File: config.mk
export PLATFORM = sky130hd
export DESIGN_NAME = fifo_stream_out
export DESIGN_NICKNAME = d
export VERILOG_FILES = /design/src/rtl/fifo_stream_out.sv
export SDC_FILE = /design/constraint.sdc
export NUM_CORES = 1
export LEC_CHECK = 0
export CORE_AREA = 8 8 45 47
export DETAILED_ROUTE_END_ITERATION = 10
export DIE_AREA = 0 0 53 55
export PLACE_DENSITY = 0.69
export SLEW_MARGIN = 20
export SYNTH_ARGS = -nofsm -noshare
export SYNTH_HDL_FRONTEND = slang
export SYNTH_SLANG_ARGS = --single-unit
File: constraint.sdc
create_clock -name clk -period 2.38 [get_ports clk]
set_input_delay 0.238 -clock clk [delete_from_list [all_inputs] [get_ports clk]]
set_output_delay 0.238 -clock clk [all_outputs]
set_load 0.01 [all_outputs]
File: src/rtl/fifo_stream_out.sv
// fifo_stream_out: drains a 1-cycle-read-latency sync fifo into a valid/ready stream via a 2-entry buffer.
// f_rd->m_valid 2 cycles, 1 word/cycle sustained; m_ready low fills the buffer then stops reads. PKT_LAST_EN enables m_last.
module fifo_stream_out #(
  parameter int DBITS   = 3,
  parameter int PKT_LEN = 4
) (
  input  logic             clk,
  input  logic             rst,
  input  logic             f_empty,
  output logic             f_rd,
  input  logic [DBITS-1:0] f_dout,
  output logic             m_valid,
  input  logic             m_ready,
  output logic [DBITS-1:0] m_data,
  output logic             m_last,
  output logic [1:0]       occ
);

  if (PKT_LEN < 2 || PKT_LEN > 256) begin : g_bad_pkt_len
    $error("PKT_LEN must be in 2..256");
  end

  logic [DBITS-1:0] buf_q [2];
  logic             rd_ptr_q, rd_ptr_d;
  logic             wr_ptr_q, wr_ptr_d;
  logic [1:0]       occ_q, occ_d;
  logic             inflight_q;
  logic             wr;
  logic             pop;
  logic [2:0]       level;

  assign wr  = inflight_q;
  assign pop = m_valid & m_ready;

  // The word already in flight is counted, so a read is only issued when a slot is guaranteed.
  assign level = {1'b0, occ_q} + {2'b0, inflight_q} - {2'b0, pop};
  assign f_rd  = ~rst & ~f_empty & (level < 3'd2);

  assign m_valid = ~rst & (occ_q != 2'd0);
  assign m_data  = rst ? '0 : buf_q[rd_ptr_q];
  assign occ     = rst ? 2'd0 : occ_q;

  always_comb begin
    occ_d    = occ_q;
    rd_ptr_d = rd_ptr_q;
    wr_ptr_d = wr_ptr_q;
    if (wr)  wr_ptr_d = ~wr_ptr_q;
    if (pop) rd_ptr_d = ~rd_ptr_q;
    case ({wr, pop})
      2'b10:   occ_d = occ_q + 2'd1;
      2'b01:   occ_d = occ_q - 2'd1;
      default: occ_d = occ_q;
    endcase
  end

  always_ff @(posedge clk) begin
    if (rst) begin
      occ_q      <= 2'd0;
      rd_ptr_q   <= 1'b0;
      wr_ptr_q   <= 1'b0;
      inflight_q <= 1'b0;
    end else begin
      occ_q      <= occ_d;
      rd_ptr_q   <= rd_ptr_d;
      wr_ptr_q   <= wr_ptr_d;
      inflight_q <= f_rd;
    end
  end

  // Data slots carry no reset; a read in flight at reset is dropped here.
  always_ff @(posedge clk) begin
    if (!rst && wr) buf_q[wr_ptr_q] <= f_dout;
  end

`ifdef PKT_LAST_EN
  localparam int CW = (PKT_LEN > 1) ? $clog2(PKT_LEN) : 1;

  logic [CW-1:0] pkt_cnt_q, pkt_cnt_d;

  always_comb begin
    pkt_cnt_d = pkt_cnt_q;
    if (pop) pkt_cnt_d = (pkt_cnt_q == CW'(PKT_LEN - 1)) ? '0 : pkt_cnt_q + CW'(1);
  end

  always_ff @(posedge clk) begin
    if (rst) pkt_cnt_q <= '0;
    else     pkt_cnt_q <= pkt_cnt_d;
  end

  assign m_last = m_valid & (pkt_cnt_q == CW'(PKT_LEN - 1));
`else
  assign m_last = 1'b0;
`endif

endmodule

* Word level (Yosys, flattened, before mapping)
Memories as Yosys holds them, arrays and structs flattened. A register that Yosys moved wholly into a read port is not among the register bits.
Cells that the tools add are included.
** Storage, ports and cells
- Flip-flop bits (word level) :: 5
- RAM bits :: 6
- Input bits :: 7
- Logic and storage cells :: 31
- Memories kept :: 1
** Operators by class
- Add/sub/neg operators :: 4
- $lt $le $gt $ge :: 1
- Equality and inequality tests :: 2
- Multiplexer cells :: 7
- Bitwise gates (word level) :: 8
- Reductions and logical operators :: 4
** Memories
- buf_q :: depth 2, width 3, rd ports 1, clocked after memory_dff 1, wr ports 1, RTL line 23 : logic [DBITS-1:0] buf_q [2];
** Operators by type and width (number)
- $and A1 B1 Y1 :: 4
- $mux W1 :: 4
- $not A1 Y1 :: 4
- $pmux W2 S2 :: 1
- $reduce_bool A2 Y1 :: 2
- $add A2 B1 Y3 :: 1
- $lt A3 B2 Y1 const B :: 1
- $mux W3 :: 1
- $sub A3 B1 Y3 :: 1
- $add A2 B1 Y2 const B :: 1
- $eq A2 B1 Y1 const B :: 1
- $eq A2 B2 Y1 const B :: 1
- $mux W2 :: 1
- $sub A2 B1 Y2 const B :: 1
- $logic_and A1 B1 Y1 :: 1
- $logic_not A1 Y1 :: 1

* Logic depth before layout (Yosys ltp)
Gate-level depths: netlist of run 1.
- Depth in word-level cells :: 6
- Mapped depth :: 8
- Gate-level depth less buffers :: 8

* Least setup slack after synthesis of run 1
Ideal clock, no wire load.
- Kind :: register to output
- Start point :: register occ_q[1]
- End point :: output port f_rd
- Data arrival time :: 2289 ps
- Data required time :: 2142 ps
- Path slack :: -147 ps
- Cell stages (with the launch flop) :: 9
- Path through :: dfxtp_1 -> nor2_1 -> nor2_1 -> and2_1 -> ha_1 -> or2b_1 -> fa_1 -> xor2_1 -> nor4b_1
** On the way
- Longest elaborated chain between the ends :: 6
- Elaborated cells between the ends (all ways) :: 7
- Classes of those cells :: add/sub (2); order compare (1); bitwise (3); reduce/logical (1)
** Ends and longest elaborated chain
- from (decl) :: RTL line 26 : logic [1:0] occ_q, occ_d;
- from (signal assigned) :: RTL line 58 : occ_q <= 2'd0;
- from (signal assigned) :: RTL line 63 : occ_q <= occ_d;
- $reduce_bool A2 Y1 :: RTL line 39 : assign m_valid = ~rst & (occ_q != 2'd0);
- $and A1 B1 Y1 :: RTL line 39
- via m_valid :: RTL line 12 : output logic m_valid,
- $and A1 B1 Y1 :: RTL line 33 : assign pop = m_valid & m_ready;
- via pop :: RTL line 29 : logic pop;
- $sub A3 B1 Y3 :: RTL line 36 : assign level = {1'b0, occ_q} + {2'b0, inflight_q} - {2'b0, pop};
- $lt A3 B2 Y1 :: RTL line 37 : assign f_rd = ~rst & ~f_empty & (level < 3'd2);
- $and A1 B1 Y1 :: RTL line 37
- to (decl) :: RTL line 10 : output logic f_rd,
The timed path passes the listed nets, and every way through them passes these cells.

* Worst setup path in the final report of run 1
- Start point :: register occ_q[1]
- End point :: output port f_rd
** On the way
- Longest elaborated chain between the ends :: 6
- Elaborated cells between the ends (all ways) :: 7
- Classes of those cells :: add/sub (2); order compare (1); bitwise (3); reduce/logical (1)
** Ends and longest elaborated chain (RTL line)
- $reduce_bool A2 Y1 :: 39
- $and A1 B1 Y1 :: 39
- $and A1 B1 Y1 :: 33
- via pop :: 29
- $sub A3 B1 Y3 :: 36
- $lt A3 B2 Y1 :: 37
- $and A1 B1 Y1 :: 37
The timed path passes the listed nets, and every way through them passes these cells.

==> results of run 1 <==
[per-stage QoR]
| stage | TNS, ns | worst slack [ns] | hold slack, ns | std cells | power (uW) |
|---|---|---|---|---|---|
| after floorplan | 0 | 0.0113 | 0.315 | 48 | 442 |
| after global placement | -0.670 | -0.670 | 0.488 | 83 | 569 |
| after detailed placement | -0.709 | -0.709 | 0.508 | 83 | 578 |
| after CTS | -0.181 | -0.181 | 0.516 | 86 | 695 |
| after global routing | -0.275 | -0.275 | 0.544 | 86 | 748 |
| final | -0.145 | -0.145 | 0.518 | 86 | 690 |
[worst max-delay path, stage by stage (launching register included)]
cell,delay [ns]
dfxtp_2,0.33
nor2_4,0.10
nor2_2,0.04
and2_1,0.16
ha_1,0.29
or2b_1,0.24
fa_2,0.33
xor2_1,0.17
nor4b_2,0.20
buf_2,0.17
[placed cells by master, fill, tap and decap left out]
master | synthesis | layout
nor3b_1 | 1 | 1
or2b_1 | 1 | 1
dfxtp_2 | 0 | 1
buf_4 | 1 | 8
xnor2_1 | 2 | 2
clkbuf_4 | 0 | 3
nor2_2 | 0 | 1
buf_2 | 0 | 1
nor3_1 | 1 | 1
nor4b_2 | 0 | 1
ha_1 | 2 | 2
mux2i_1 | 3 | 3
nor2b_1 | 2 | 2
conb_1 | 1 | 1
clkdlybuf4s50_1 | 0 | 11
nor2_4 | 0 | 1
nand2_1 | 1 | 1
dlygate4sd2_1 | 0 | 1
nor4b_1 | 2 | 1
inv_1 | 1 | 1
fa_2 | 0 | 1
xor2_1 | 3 | 3
nor2_1 | 9 | 7
edfxtp_1 | 6 | 6
dfxtp_1 | 6 | 5
and2_1 | 1 | 1
or4_1 | 1 | 1
o21ai_0 | 2 | 2
[power breakdown]
group | total (uW) | internal (uW) | switching [uW]
registers | 288 | 258 | 29.5
clock network | 113 | 58.3 | 55.1
logic | 288 | 166 | 122
total | 690 | 483 | 207
[cells by family after synthesis]
group | after synthesis | synth area share, %
adder cells (fa/ha/maj) | 3 | 8.20
XOR/XNOR | 5 | 7.97
other | 1 | 0.683
AND/OR/NAND/NOR | 19 | 18.5
buffers and inverters | 3 | 2.73
AO/OA/AOI/OAI | 2 | 1.82
multiplexers | 3 | 5.47
flip-flops | 12 | 54.7
[area by class of cell]
| class | instances | area (um2) | share of cell area [%] |
|---|---|---|---|
| multi-input combinational | 33 | 253 | 32.2 |
| sequential | 12 | 302 | 38.4 |
| tap | 16 | 20.0 | 2.55 |
| timing repair buffer | 21 | 184 | 23.4 |
| inverter | 1 | 3.75 | 0.478 |
| clock buffer | 3 | 22.5 | 2.87 |
[worst max-delay path by stage]
stage | startpoint | end | slack [ns] | depth (start not counted)
3_5_place_dp | rst | f_rd | -0.71 | 9
3_3_place_gp | rst | f_rd | -0.67 | 9
4_1_cts | occ_q[1] | f_rd | -0.18 | 9
2_1_floorplan | occ_q[0] | f_rd | 0.01 | 8
5_1_grt | occ_q[1] | f_rd | -0.28 | 9
6_report | occ_q[1] | f_rd | -0.15 | 9
[routing by layer]
| metal | global-route usage, % | vias up | wire [um] |
|---|---|---|---|
| met5 | 0 | - | 0 |
| met4 | 6.47 | 0 | 8 |
| met3 | 2.94 | 2 | 70 |
| met2 | 12.9 | 10 | 515 |
| met1 | 9.23 | 187 | 441 |
| li1 | - | 206 | - |
[timing repair]
item / 4_1_cts / 5_1_grt
pin swaps: 2 / 0
resized for setup: 7 / 1
cloned: 0 / 0
endpoints found under the setup margin: 1 / 1
[sequential cells by signal (all words and copies together), names as in the netlist, named ones only]
register	flops
buf_q	6
wr_ptr_q	1
occ_q	2
rd_ptr_q	1
inflight_q	1
==> impl_metrics.yaml, run 1 <==
grt:
  grt_start_max_net_pins: 15
  grt_overflow_total: 0
  grt_antenna_before_repair: 0
  grt_pass1_wl_mm: 1.74
  grtUsageTotal_pct: 8.34
  first_global_vias: 422
power:
  ir_drop_mv: 0.403
  leakagePower_uw: 0.000307
  power_density_nw_per_um2: 879
sta:
  grt_setup_unrepaired: "yes"
  finalCritPeriodShare_pct: 106
  setup_viol: 1
  fin_ws_ns: -0.145
  finalMaxSlewViolations: 0
  period_needed_ns: 2.53
  hold_violations: 0
  max_clock_freq_ghz: 0.396
  fin_worst_skew_ns: 0.00328
synthesis:
  synth_top_area_cell: "edfxtp_1"
  synth.net_count: 58
  synth_edf_count: 6
  yosysMostFrequentCell: "nor2_1"
  yosysSeqAreaShare_pct: 54.7
  synthArstFlopShare_pct: 0
  avgSynthCellArea_um2: 11.4
  synthTopCellsByArea: "edfxtp_1 33%, dfxtp_1 22%, nor2_1 6.2%"
  synth-seq-cells: 12
  synth.distinct_cells: 21
  netlist_instances: 48
  syn_area_um2: 549
  synth_top_area_share_pct: 32.8
  synth_top_cells_by_count: "9 x nor2_1, 6 x dfxtp_1, 6 x edfxtp_1"
  yosys_warnings: 0
  synth_ff_type: "edfxtp_1"
final_layout:
  nFillCells: 128
  layout.nets: 82
  antenna_cells: 0
  syn_to_final_growth_pct: 42.8
  utilization_pct: 56.7
  design_area_um2: 785
  layout-drive-gt1-share_pct: 24.3
die:
  start_util_pct: 39.7
  die_x_um: 53
  core-area_um2: 1380
  pin_count: 15
  dieArea_um2: 2920
  placementRows: 14
  die_y_um: 55
hold_path:
  hp-start: "rst"
  hold_end: "wr_ptr_q"
  hold_depth: 3
  hp-class: "input pin to flop"
placed_design:
  gp_congestion: 0.685
  dpl.hpwl_um: 824
  postPlaceCellArea_um2: 758
  port_buffers: 13
flow_run:
  max-cap-violations: 0
status:
  status: "finished, violations left"
  violations: "setup timing"
setup_path:
  reg2reg_to: "inflight_q"
  crit_path_start_kind: "flop"
  worstPathRequired_ns: 2.14
  r2r_setup_slack_ns: 0.40
  crit_type: "flop to output pin"
  critPathMaxFanout: 2
  r2r-start: "occ_q[1]"
  reg2regPathDepth: 7
  cp_data_arrival_time_ns: 2.29
  end_kind: "output pin"
clock_tree:
  clk_latency_ns: 0.26
  cts-root-buf: "clkbuf_4"
  cts_setup_buffers: 0
  cts_tree: "built"
  cts.sinks: 12
  clkTransAtPathRegs_ns: 0.07
  ctsLongestPathBuffers: 2
  h-tree-depth: 1
  hold_buffers: 0
  cts_made_buffers: 3
detailed_routing:
  dr.pass1.iters: 2
  wl_mm: 1.04
  num_vias: 405
  drc: 0
  drtIter0Drc: 6
  vias_per_cell: 4.71
  routedWlPerCell_um: 12.0
  drtAntennaViolNets: 0
(Power assumes the default switching activity.)
==> inputs of run 2 (changes only) <==
--- a/config.mk
+++ b/config.mk
@@ -7,6 +7,6 @@
 export LEC_CHECK = 0
-export CORE_AREA = 8 8 45 47
+export CORE_MARGIN = 8
+export CORE_UTILIZATION = 40
 export DETAILED_ROUTE_END_ITERATION = 10
-export DIE_AREA = 0 0 53 55
-export PLACE_DENSITY = 0.69
+export PLACE_DENSITY = 0.7
 export SLEW_MARGIN = 20
==> constraint.sdc (replaced) <==
create_clock -name clk -period 2.1 [get_ports clk]
set_input_delay 0.21 -clock clk [delete_from_list [all_inputs] [get_ports clk]]
set_output_delay 0.21 -clock clk [all_outputs]
set_load 0.1 [all_outputs]
==> run 2 against run 1 <==
Net effect: the run still ends with setup timing left; cell area increased by 15%; first-iteration DRC count is 100% lower; final cell count down 1.2%; flip-flop and latch count did not move.
==> impl_metrics.yaml, run 2 (synthesized netlist as in run 1, its figures left out) <==
clock_tree:
  cts_tree: "built"
  ctsLongestPathBuffers: 2
  hold_buffers: 0
  cts_setup_buffers: 0
  cts.sinks: 12
  cts-root-buf: "clkbuf_4"
  clk_latency_ns: 0.26
  clkTransAtPathRegs_ns: 0.06
  cts_made_buffers: 3
  h-tree-depth: 1
sta:
  fin_worst_skew_ns: 0.00733
  grt_setup_unrepaired: "yes"
  period_needed_ns: 2.58
  finalMaxSlewViolations: 0
  max_clock_freq_ghz: 0.388
  fin_ws_ns: -0.479
  hold_violations: 0
  setup_viol: 2
  finalCritPeriodShare_pct: 123
status:
  status: "finished, violations left"
  violations: "setup timing"
detailed_routing:
  routedWlPerCell_um: 13.2
  wl_mm: 1.12
  vias_per_cell: 4.82
  dr.pass1.iters: 1
  num_vias: 410
  drtIter0Drc: 0
  drtAntennaViolNets: 0
  drc: 0
setup_path:
  critPathMaxFanout: 2
  reg2regPathDepth: 8
  cp_data_arrival_time_ns: 2.37
  critPathLaunch: "occ_q[0]"
  endpoint: "f_rd"
  crit_path_start_kind: "flop"
  crit_type: "flop to output pin"
  end_kind: "output pin"
  r2r_setup_slack_ns: -0.01
  reg2reg_to: "inflight_q"
  worstPathRequired_ns: 1.89
  r2r-start: "occ_q[0]"
final_layout:
  seqCellArea_um2: 308
  largest_reg_flops: 6
  layout_common_cells: "7 x nor2_1, 7 x buf_12, 7 x buf_4"
  multiInputGateArea_um2: 292
  reg_top3: "buf_q x6, occ_q x2"
  finalNonFillerCells: 85
  antenna_cells: 0
  layout.nets: 81
  syn_to_final_growth_pct: 64.0
  utilization_pct: 70.1
  largest-register: "buf_q"
  layout-drive-gt1-share_pct: 38.6
  nFillCells: 111
die:
  pin_count: 15
  die_y_um: 53.1
  start_util_pct: 42.7
  placementRows: 13
  core-area_um2: 1280
  die_x_um: 53.1
  dieArea_um2: 2810
flow_run:
  max-cap-violations: 0
power:
  power_density_nw_per_um2: 1230
  ir_drop_mv: 0.642
  leakagePower_uw: 0.000345
grt:
  grt_start_max_net_pins: 15
  grt_overflow_total: 0
  first_global_vias: 438
  grt_antenna_before_repair: 0
  grtUsageTotal_pct: 9.11
  grt_pass1_wl_mm: 1.87
placed_design:
  gp_congestion: 0.629
  placed_cells: 81
  dpl.hpwl_um: 962
  port_buffers: 13
hold_path:
  hp-class: "flop to flop"
## run 2: through the flow
stage / total power (uW) / setup TNS, ns / setup slack [ns] / instance area, um2 / hold WS (ns)
floorplan: 751 / -1.80 / -1.38 / 614 / 0.287
global placement: 962 / -0.718 / -0.529 / 875 / 0.486
detailed placement: 979 / -0.849 / -0.558 / 875 / 0.500
CTS: 1120 / -0.505 / -0.500 / 901 / 0.516
global route: 1160 / -0.678 / -0.576 / 901 / 0.532
finish: 1100 / -0.487 / -0.479 / 901 / 0.509
## run 2: how the worst min path moves through the flow
stage / from / cells after the start / to / slack [ns]
floorplan: rst / 1 / inflight_q / 0.29
global placement: rd_ptr_q / 2 / flop / 0.49
detailed placement: rd_ptr_q / 2 / flop / 0.50
CTS: rd_ptr_q / 2 / flop / 0.52
global route: rd_ptr_q / 2 / flop / 0.53
finish: rd_ptr_q / 2 / flop / 0.51
## run 2: power by group
part	switching [uW]	internal (uW)	total, uW
combinational	363	273	636
sequential	33.2	299	332
clock	62.8	73.2	136
total	459	645	1100
## run 2: cell type report
cell class,count,share of cell area [%]
timing repair buffer,20,28.1
clock buffer,4,2.92
tap,15,2.08
multi-input combinational,33,32.4
inverter,1,0.417
sequential,12,34.2
## run 2: worst max-delay path, cell delays in order (launching register included)
cell and delay, ns:
dfxtp_4 0.35, nor2_4 0.13, nor2_4 0.05, and2_4 0.14, ha_4 0.21, or2b_1 0.23, fa_2 0.35, xor2_2 0.18
nor4b_4 0.27, buf_12 0.21
## run 2: layer usage
| metal | GRT usage [%] | share of wire, % |
|---|---|---|
| met1 | 8.66 | 35 |
| met2 | 16.0 | 56 |
| met3 | 3.92 | 8.5 |
| met4 | 5.04 | 0.53 |
| met5 | 0 | 0 |
## run 2: what timing repair did
item	4_1_cts	5_1_grt
cloned	0	0
pin swaps	2	0
setup endpoints to repair	2	2
hold endpoints to repair	0	0
resized for setup	0	0
